### src/rtl/uart_rx_autobaud.sv
// RX pad conditioning (synchronizer + majority deglitch), bit-period measurement
// from an 0x55 sync character, and line-break detection.
module uart_rx_autobaud #(
    parameter int SYNC_STAGES  = 2,
    parameter int FILTER_LEN   = 3,
    parameter int CNT_WIDTH    = 24,
    parameter int MIN_DIV      = 4,
    parameter int IDLE_CYCLES  = 64,
    parameter int BREAK_BITS   = 11,
    parameter int BREAK_UNLOCK = 4096
) (
    input  logic                 clk_i,
    input  logic                 rst_ni,
    input  logic                 enable_i,
    input  logic                 rx_pad_i,
    output logic                 rx_o,
    output logic [CNT_WIDTH-1:0] baud_div_o,
    output logic                 baud_valid_o,
    output logic                 locked_o,
    output logic                 break_o,
    output logic                 err_o
);

    localparam int IDLE_W    = $clog2(IDLE_CYCLES + 1);
    localparam int BRK_MUL_W = CNT_WIDTH + $clog2(BREAK_BITS + 1);
    localparam int BRK_ABS_W = $clog2(BREAK_UNLOCK + 1);
    localparam int BRK_W     = (BRK_MUL_W > BRK_ABS_W) ? BRK_MUL_W : BRK_ABS_W;

    localparam logic [2:0] WAIT_IDLE = 3'd0;
    localparam logic [2:0] ARMED     = 3'd1;
    localparam logic [2:0] MEASURE   = 3'd2;
    localparam logic [2:0] STOP      = 3'd3;
    localparam logic [2:0] LOCKED    = 3'd4;

    logic [SYNC_STAGES-1:0] sync_p0;
    logic [FILTER_LEN-1:0]  filt_p1;
    logic                   rx_prev_p3;

    logic [2:0]             state;
    logic [IDLE_W-1:0]      idle_cnt;
    logic [CNT_WIDTH-1:0]   total_cnt;
    logic [CNT_WIDTH-1:0]   since_cnt;
    logic [CNT_WIDTH-1:0]   ref_len;
    logic [CNT_WIDTH-1:0]   div_q;
    logic [CNT_WIDTH-1:0]   stop_cnt;
    logic                   have_ref;
    logic [2:0]             fall_cnt;
    logic [BRK_W-1:0]       brk_cnt;

    logic                   rx_fall;
    logic                   rx_rise;
    logic                   rx_edge;
    logic [CNT_WIDTH-1:0]   total_n;
    logic [CNT_WIDTH-1:0]   since_n;
    logic [CNT_WIDTH-1:0]   stop_n;
    logic [CNT_WIDTH-1:0]   div_n;
    logic [CNT_WIDTH:0]     div_x2;
    logic                   in_window;
    logic                   reject;
    logic [BRK_W-1:0]       brk_n;
    logic [BRK_W-1:0]       brk_thr;

    function automatic logic majority(input logic [FILTER_LEN-1:0] s);
        int ones;
        ones = 0;
        for (int i = 0; i < FILTER_LEN; i++) begin
            ones += int'(s[i]);
        end
        return (ones > FILTER_LEN / 2);
    endfunction

    // Eight bit times are accumulated; divide by 8 with round-half-up.
    function automatic logic [CNT_WIDTH-1:0] round_div8(input logic [CNT_WIDTH-1:0] t);
        logic [CNT_WIDTH:0] s;
        s = {1'b0, t} + (CNT_WIDTH + 1)'(4);
        return CNT_WIDTH'(s >> 3);
    endfunction

    function automatic logic [BRK_W-1:0] sat_inc_brk(input logic [BRK_W-1:0] c);
        return (c == '1) ? c : c + BRK_W'(1);
    endfunction

    // Stage p0: pad synchronizer
    always_ff @(posedge clk_i) begin
        if (!rst_ni) begin
            sync_p0 <= '1;
        end else begin
            sync_p0 <= {sync_p0[SYNC_STAGES-2:0], rx_pad_i};
        end
    end

    // Stage p1: deglitch window; stage p2: registered majority (rx_o)
    always_ff @(posedge clk_i) begin
        if (!rst_ni) begin
            filt_p1    <= '1;
            rx_o       <= 1'b1;
            rx_prev_p3 <= 1'b1;
        end else begin
            filt_p1    <= {filt_p1[FILTER_LEN-2:0], sync_p0[SYNC_STAGES-1]};
            rx_o       <= majority(filt_p1);
            rx_prev_p3 <= rx_o;
        end
    end

    assign rx_fall   = rx_prev_p3 & ~rx_o;
    assign rx_rise   = ~rx_prev_p3 & rx_o;
    assign rx_edge   = rx_fall | rx_rise;

    assign total_n   = total_cnt + CNT_WIDTH'(1);
    assign since_n   = since_cnt + CNT_WIDTH'(1);
    assign stop_n    = stop_cnt + CNT_WIDTH'(1);
    assign div_n     = round_div8(total_n);
    assign div_x2    = {div_q, 1'b0};
    assign in_window = (since_n >= (ref_len >> 1)) && ({1'b0, since_n} <= {ref_len, 1'b0});

    // Edge 2 only establishes the reference, so its interval is never rejected.
    always_comb begin
        reject = 1'b0;
        case (state)
            MEASURE: begin
                reject = (total_n == '1)
                      || (rx_edge && have_ref && !in_window)
                      || (rx_fall && have_ref && (fall_cnt == 3'd4) && (div_n < CNT_WIDTH'(MIN_DIV)));
            end
            STOP: begin
                reject = !rx_rise && ({1'b0, stop_n} >= div_x2);
            end
            default: reject = 1'b0;
        endcase
    end

    always_ff @(posedge clk_i) begin
        if (!rst_ni) begin
            state        <= WAIT_IDLE;
            idle_cnt     <= '0;
            total_cnt    <= '0;
            since_cnt    <= '0;
            ref_len      <= '0;
            div_q        <= '0;
            stop_cnt     <= '0;
            have_ref     <= 1'b0;
            fall_cnt     <= '0;
            baud_div_o   <= '0;
            baud_valid_o <= 1'b0;
            locked_o     <= 1'b0;
            err_o        <= 1'b0;
        end else begin
            baud_valid_o <= 1'b0;
            err_o        <= 1'b0;
            if (!enable_i) begin
                state    <= WAIT_IDLE;
                idle_cnt <= '0;
                locked_o <= 1'b0;
            end else if (reject) begin
                state    <= WAIT_IDLE;
                idle_cnt <= '0;
                locked_o <= 1'b0;
                err_o    <= 1'b1;
            end else begin
                case (state)
                    WAIT_IDLE: begin
                        if (!rx_o) begin
                            idle_cnt <= '0;
                        end else if (idle_cnt == IDLE_W'(IDLE_CYCLES - 1)) begin
                            idle_cnt <= '0;
                            state    <= ARMED;
                        end else begin
                            idle_cnt <= idle_cnt + IDLE_W'(1);
                        end
                    end
                    ARMED: begin
                        if (rx_fall) begin
                            total_cnt <= '0;
                            since_cnt <= '0;
                            have_ref  <= 1'b0;
                            fall_cnt  <= 3'd1;
                            state     <= MEASURE;
                        end
                    end
                    MEASURE: begin
                        total_cnt <= total_n;
                        since_cnt <= since_n;
                        if (rx_edge) begin
                            since_cnt <= '0;
                            if (!have_ref) begin
                                ref_len  <= since_n;
                                have_ref <= 1'b1;
                            end else if (rx_fall) begin
                                if (fall_cnt == 3'd4) begin
                                    div_q    <= div_n;
                                    stop_cnt <= '0;
                                    state    <= STOP;
                                end else begin
                                    fall_cnt <= fall_cnt + 3'd1;
                                end
                            end
                        end
                    end
                    STOP: begin
                        if (rx_rise) begin
                            baud_div_o   <= div_q;
                            baud_valid_o <= 1'b1;
                            locked_o     <= 1'b1;
                            state        <= LOCKED;
                        end else begin
                            stop_cnt <= stop_n;
                        end
                    end
                    LOCKED: begin
                        state <= LOCKED;
                    end
                    default: begin
                        state <= WAIT_IDLE;
                    end
                endcase
            end
        end
    end

    // Break threshold scales with the locked bit period, else a fixed clock count.
    assign brk_thr = locked_o ? BRK_W'(BREAK_BITS) * BRK_W'(baud_div_o) : BRK_W'(BREAK_UNLOCK);
    assign brk_n   = sat_inc_brk(brk_cnt);

    always_ff @(posedge clk_i) begin
        if (!rst_ni) begin
            brk_cnt <= '0;
            break_o <= 1'b0;
        end else if (rx_o) begin
            brk_cnt <= '0;
            break_o <= 1'b0;
        end else begin
            brk_cnt <= brk_n;
            if (brk_n >= brk_thr) begin
                break_o <= 1'b1;
            end
        end
    end

endmodule

### config.mk
export PLATFORM = sky130hd
export DESIGN_NAME = uart_rx_autobaud
export DESIGN_NICKNAME = d
export VERILOG_FILES = /design/src/rtl/uart_rx_autobaud.sv
export SDC_FILE = /design/constraint.sdc
export NUM_CORES = 1
export LEC_CHECK = 0
export ABC_CLOCK_PERIOD_IN_PS = 13800
export CORE_ASPECT_RATIO = 0.75
export CORE_MARGIN = 2
export CORE_UTILIZATION = 35
export CTS_BUF_LIST = sky130_fd_sc_hd__clkbuf_8
export CTS_CLUSTER_SIZE = 24
export DETAILED_ROUTE_END_ITERATION = 10
export GPL_ROUTABILITY_DRIVEN = 0
export GPL_TIMING_DRIVEN = 0
export PLACE_DENSITY_LB_ADDON = 0.08
export SLEW_MARGIN = 5
export SYNTH_ARGS = -nofsm -noshare
export SYNTH_HDL_FRONTEND = slang
export SYNTH_SLANG_ARGS = --single-unit
### constraint.sdc
create_clock -name clk_i -period 13.8 [get_ports clk_i]
set_input_delay 1.38 -clock clk_i [delete_from_list [all_inputs] [get_ports clk_i]]
set_output_delay 1.38 -clock clk_i [all_outputs]
set_load 0.005 [all_outputs]
==> results of run 1 <==
stage by stage:
stage	std cells	worst slack (ns)	utilization (%)
after floorplan	1819	8.75	-
after global placement	2376	7.64	37.9
after detailed placement	2376	7.59	37.9
after CTS	2408	7.59	38.9
after global routing	2409	7.10	38.9
final	2409	7.48	38.9
kinds of logic after synthesis:
group / Yosys count / synth area share (%)
AND/OR/NAND/NOR: 695 / 23.9
AO/OA/AOI/OAI: 359 / 17.0
buffers and inverters: 244 / 6.85
flip-flops: 193 / 26.7
adder cells (fa/ha/maj): 173 / 15.9
XOR/XNOR: 128 / 7.74
multiplexers: 25 / 1.84
other: 1 / 0.0259
final timing paths:
kind / end / slack [ns] / start / depth (start not counted)
setup / recovery: break_o$_SDFFE_PP0P_ / 7.48 / baud_div_o[4]$_SDFFE_PN0P_ / 20
hold reg to reg: sync_p0[1]$_SDFF_PN1_ / 0.42 / sync_p0[0]$_SDFF_PN1_ / 1
hold / removal: sync_p0[1]$_SDFF_PN1_ / 0.42 / sync_p0[0]$_SDFF_PN1_ / 1
setup reg to reg: break_o$_SDFFE_PP0P_ / 7.48 / baud_div_o[4]$_SDFFE_PN0P_ / 20
state kept, by name (all words and copies together) (netlist names):
name / flops
stop_cnt: 24
fall_cnt: 3
rx_o: 1
brk_cnt: 28
idle_cnt: 7
div_q: 22
ref_len: 24
err_o: 1
state: 3
have_ref: 1
since_cnt: 24
rx_prev_p3: 1
filt_p1: 3
break_o: 1
total_cnt: 24
locked_o: 1
baud_div_o: 22
baud_valid_o: 1
sync_p0: 2
cells in the final DEF, fill, tap and decap left out, drive strengths merged, types with 10 or more instances in the layout:
master	Yosys	final
a211oi	36	36
a21o	18	18
a21oi	97	97
a31oi	26	26
and2	13	13
and3	40	40
buf	34	34
clkbuf	55	73
clkdlybuf4s50	0	29
dfxtp	193	193
fa	19	19
ha	154	154
inv	155	161
mux2i	21	21
nand2	204	204
nand2b	17	17
nand3	64	64
nand4	56	56
nor2	159	159
nor2b	36	36
nor3	28	28
nor4	13	13
o211ai	13	13
o21a	21	21
o21ai	58	58
o31ai	10	10
or3	18	18
xnor2	96	96
xor2	32	32
routing by layer:
layer	share of wire, %	GRT usage [%]	routed length [µm]
met5	0	0	0
met4	0.95	4.23	417
met3	3.9	3.13	1690
met2	39	28.6	17200
met1	56	33.2	24500
layout make-up:
class / instances / area [µm²] / area share (%)
multi-input cells: 1382 / 9620 / 60.7
flip-flops and latches: 193 / 3860 / 24.4
well taps: 528 / 661 / 4.17
inverters: 155 / 582 / 3.67
plain buffers: 89 / 410 / 2.59
repair buffers: 29 / 290 / 1.83
clock buffers: 18 / 248 / 1.56
clock inverters: 14 / 173 / 1.09
diodes: 1 / 2.50 / 0.0158
power breakdown:
part | switching (µW) | internal (µW)
Combinational | 18.2 | 4.59
Clock | 245 | 172
Sequential | 0.570 | 558
critical path, delay by kind of cell (launching register included):
family	cells	cell delay, ns
compound gates	13	3.90
fa+ha+maj	4	1.51
flops	1	0.48
simple gates	2	0.26
buf+inv	1	0.06
==> impl_metrics.toml, run 1 <==
[timing]
fmax_mhz = 158
finalSetupViolations = 0
tns_ns = 0
whs_ns = 0.418
max_slew.worst_pin.slew_ns = 0.955
slew_headroom_pct = 36.4
clock_skew_ns = 0.0182
fin_crit_ns = 6.32
min_period_over_period_pct = 45.8
finalHoldViolations = 0
drv_slew = 0
rsz0062_at_grt = "false"

[synthesis]
synthCells = 1818
async_reset_ff_share_pct = 0
yosys-top-cells-count = "nand2_1, dfxtp_1, nor2_1"
yosys_warnings = 0
synth_flop_cell = "dfxtp_1"
synth_top_area_share_pct = 26.7
synth_seq_cells = 193
ys_seq_area_share_pct = 26.7
synth_area_mm2 = 0.0145
synth_cell_types = 87
avgSynthCellArea_um2 = 7.96
yosysMostFrequentCell = "nand2_1"
synth_edf_count = 0
yosys.area.top_type = "dfxtp_1"
netlist_top_cells_area = "dfxtp_1, ha_1, xnor2_1"

[clock_network]
numCtsBuffers = 17
cts_resized = 0
cts.reportedPaths.clkPinSlew_ns = 0.12
holdBufCountCts = 0
clk_latency_ns = 0.55
cts_tree = "yes"
cts.path.max_buffers = 2
htree_levels = 4
post_cts_buffers = 0
cts_sinks = 193
root_buffer = "clkbuf_8"

[critical_path]
crit_slowest_cell = "o41ai_1"
cp.required_ns = 14.22
worstSetupPathType = "flop to flop"
worstPathCellList = "ha_1 -> fa_1 -> ha_1 -> a21o_1 -> a21oi_1 -> inv_1 -> a41oi_1 -> o21ai_0 -> o41ai_1 -> o21bai_1 -> o41a_1 -> a311oi_1 -> nor2_1 -> a211oi_1 -> ha_1 -> a2111oi_0 -> o21ai_0 -> nor2_1 -> o21a_1 -> a311oi_1"
cpPeakStageDelay_ns = 0.56
endpoint_kind = "flop"
startpoint_type = "flop"
arrival_ns = 6.74
crit_top_cell = "ha_1"
path_max_fanout = 5

[finish]
area_growth_pct = 9.52
drive_above_1_share_pct = 5.27
final_nets = 2044
fin_area_mm2 = 0.0159
fillCellCount = 4228

[min_path]
min_path_type = "flop to flop"

[grt]
grt_pass1_vias = 12000
antenna_found_initial = 2
grt_pass1_wl_um = 69700
grt-ovfl-total = 0
grt_start_max_net_pins = 19
grt_usage_pct = 20.7

[power]
finalPower_uw = 998
p_leak_uw = 0.00630
vdd_drop_max_mv = 0.0687
p_per_area_mw_per_mm2 = 62.9

[routing]
wl_um = 43800
antenna_left = 0
viasPerCell = 5.32
route.detailed.drc = 0
dr.pass1.iters = 7
first_iter_violations = 1076
wl_per_cell_um = 18.2
vias = 12800

[placement]
place_area_mm2 = 0.0154
portBuffers = 29
dp_hpwl_um = 34300

[job]
cap_violations = 0

[floorplanning]
die_x_um = 239
io_pins = 33
die_y_um = 180
rows = 64
coreArea_mm2 = 0.0408
dieArea_mm2 = 0.0430
start_util_pct = 35.5

[run_status]
status = "completed"
(Power assumes the default switching activity.)
==> run 2: changes to the inputs <==
Settings changed: ABC_CLOCK_PERIOD_IN_PS 13800 to 5200.
Clock period 13.8 ns to 5.2 ns, I/O delays scaled along.
==> run 2 against run 1 <==
Critical path depth up 2. Sequential power rose to 2.7 times the previous value. Count of clock-buffer cells in the layout unchanged. Fmax up 26%. Combinational power rose to 2.7 times the previous value. Clock power rose to 2.7 times the previous value. Global-route usage increased by 0.16 points. Design area up 3.0%.
==> impl_metrics.toml, run 2 (synthesis gave the netlist of run 1 again) <==
[run_status]
status = "completed"

[finish]
fin_cells = 2422
fin_area_mm2 = 0.0163
final_nets = 2058
drive_above_1_share_pct = 8.82
top_register = "brk_cnt"
final_common_cell = "nand2_1"
area_growth_pct = 12.8
final_cell_mix = "nand2_1, dfxtp_1, nor2_1, inv_1, ha_1"
largest_reg_flops = 28
diodes = 0

[critical_path]
endpoint = "break_o$_SDFFE_PP0P_"
crit_start = "baud_div_o[4]$_SDFFE_PN0P_"
r2r_start = "baud_div_o[4]$_SDFFE_PN0P_"
path_max_fanout = 5
startpoint_type = "flop"
arrival_ns = 5.42
r2r_cells = 22
worstSetupPathType = "flop to flop"
r2r_end = "break_o$_SDFFE_PP0P_"
endpoint_kind = "flop"
cp.required_ns = 5.62
rrSetupSlack_ns = 0.20

[timing]
rsz0062_at_grt = "true"
slew_headroom_pct = 37.1
finalHoldViolations = 0
min_period_over_period_pct = 96.2
drv_slew = 0
tns_ns = 0
fin_crit_ns = 5.00
max_slew.worst_pin.slew_ns = 0.943
fmax_mhz = 200
clock_skew_ns = 0.0204
finalSetupViolations = 0

[routing]
vias = 12900
route.detailed.drc = 0
viasPerCell = 5.34
wl_met2_um = 17600
wl_um = 44400
antenna_left = 0
drt-met1-wl_um = 24700
wl_per_cell_um = 18.3
top_layer = "met4"
dr.pass1.iters = 7
met3WireLength_um = 1630
first_iter_violations = 981

[grt]
grt_pass1_vias = 12100
grt_start_max_net_pins = 19
grt_usage_pct = 20.9
grt_pass1_wl_um = 70200
grt-ovfl-total = 0
antenna_found_initial = 1

[clock_network]
cts.path.max_buffers = 2
htree_levels = 4
cts.reportedPaths.clkPinSlew_ns = 0.12
cts_tree = "yes"
holdBufCountCts = 0
numCtsBuffers = 17
cts_sinks = 193
clk_latency_ns = 0.55
root_buffer = "clkbuf_8"

[floorplanning]
rows = 64
coreArea_mm2 = 0.0408
io_pins = 33
dieArea_mm2 = 0.0430
die_x_um = 239
start_util_pct = 35.5
die_y_um = 180

[power]
p_leak_uw = 0.00643
vdd_drop_max_mv = 0.182
finalPower_uw = 2640
p_per_area_mw_per_mm2 = 162

[min_path]
min_path_type = "flop to flop"
min_from = "sync_p0[0]$_SDFF_PN1_"

[placement]
portBuffers = 29
place_area_mm2 = 0.0154
dp_cells = 2376
dp_hpwl_um = 34300

[job]
cap_violations = 0
## run 2: changes by cell type in the layout (fill, tap and decap cells not counted), moves of 5 or more
| cell | before | now |
|---|---|---|
| buf_4 | 7 | 22 |
| dfxtp_1 | 193 | 183 |
| dfxtp_4 | 0 | 7 |
| ha_1 | 154 | 148 |
| ha_4 | 0 | 6 |
| o41ai_1 | 6 | 1 |
## run 2: repair_timing
action                                  in CTS  in global routing
endpoints found under the setup margin     122                123
pin swaps                                   10                 20
resized for setup                           33                 52
buffers inserted                             4                 10
## run 2: where the power goes
| group | switching, µW | total [µW] | internal, µW |
|---|---|---|---|
| combinational | 48.9 | 61.1 | 12.2 |
| clock | 650 | 1110 | 456 |
| sequential | 1.48 | 1480 | 1480 |
| total | 701 | 2640 | 1940 |
## run 2: stage by stage
step	hold WS (ns)	worst slack (ns)	utilization, %
2_1_floorplan	0.386	0.151	-
3_3_place_gp	0.390	-0.962	37.9
3_5_place_dp	0.394	-1.01	37.9
4_1_cts	0.419	-0.0754	39.2
5_1_grt	0.427	-0.0359	40.1
6_report	0.417	0.199	40.1
## run 2: layout make-up
class,count,area (µm²)
clock buffer,18,248
multi-input combinational,1382,9950
fill,4184,24400
tap,528,661
inverter,155,582
sequential,193,3890
clock inverter,14,173
buffer,89,425
timing repair buffer,43,395
## run 2: worst min-delay path by stage
stage | to | slack, ns | cells after the start
finish | sync_p0[1]$_SDFF_PN1_ | 0.42 | 1
global route | sync_p0[1]$_SDFF_PN1_ | 0.43 | 1
CTS | sync_p0[1]$_SDFF_PN1_ | 0.42 | 1
detailed placement | sync_p0[1]$_SDFF_PN1_ | 0.39 | 1
global placement | sync_p0[1]$_SDFF_PN1_ | 0.39 | 1
floorplan | filt_p1[0]$_SDFF_PN1_ | 0.39 | 1
## run 2: critical path: stages, from the launching register on
cell	delay, ns
dfxtp_4	0.38
ha_4	0.24
fa_1	0.54
ha_4	0.23
a21o_1	0.21
a21oi_4	0.13
inv_2	0.06
a41oi_4	0.22
o21ai_2	0.11
o41ai_2	0.27
o21bai_1	0.15
o41a_1	0.42
a311oi_2	0.36
buf_4	0.17
xnor2_1	0.12
nand2_1	0.14
ha_1	0.24
a21o_1	0.17
a2111oi_2	0.29
o21ai_1	0.11
nor2_1	0.16
o21a_1	0.14
a311oi_1	0.04
## run 2: routing by layer
layer / up-vias / track usage, %
met4: 0 / 3.98
li1: 6507 / -
met1: 6137 / 33.3
met5: - / 0
met2: 246 / 29.1
met3: 33 / 3.13
==> run 3: changes to the inputs <==
Settings changed: CTS_CLUSTER_DIAMETER set to 80.
==> results of run 3 <==
The final DEF is identical to that of run 2; final timing and power are the same.
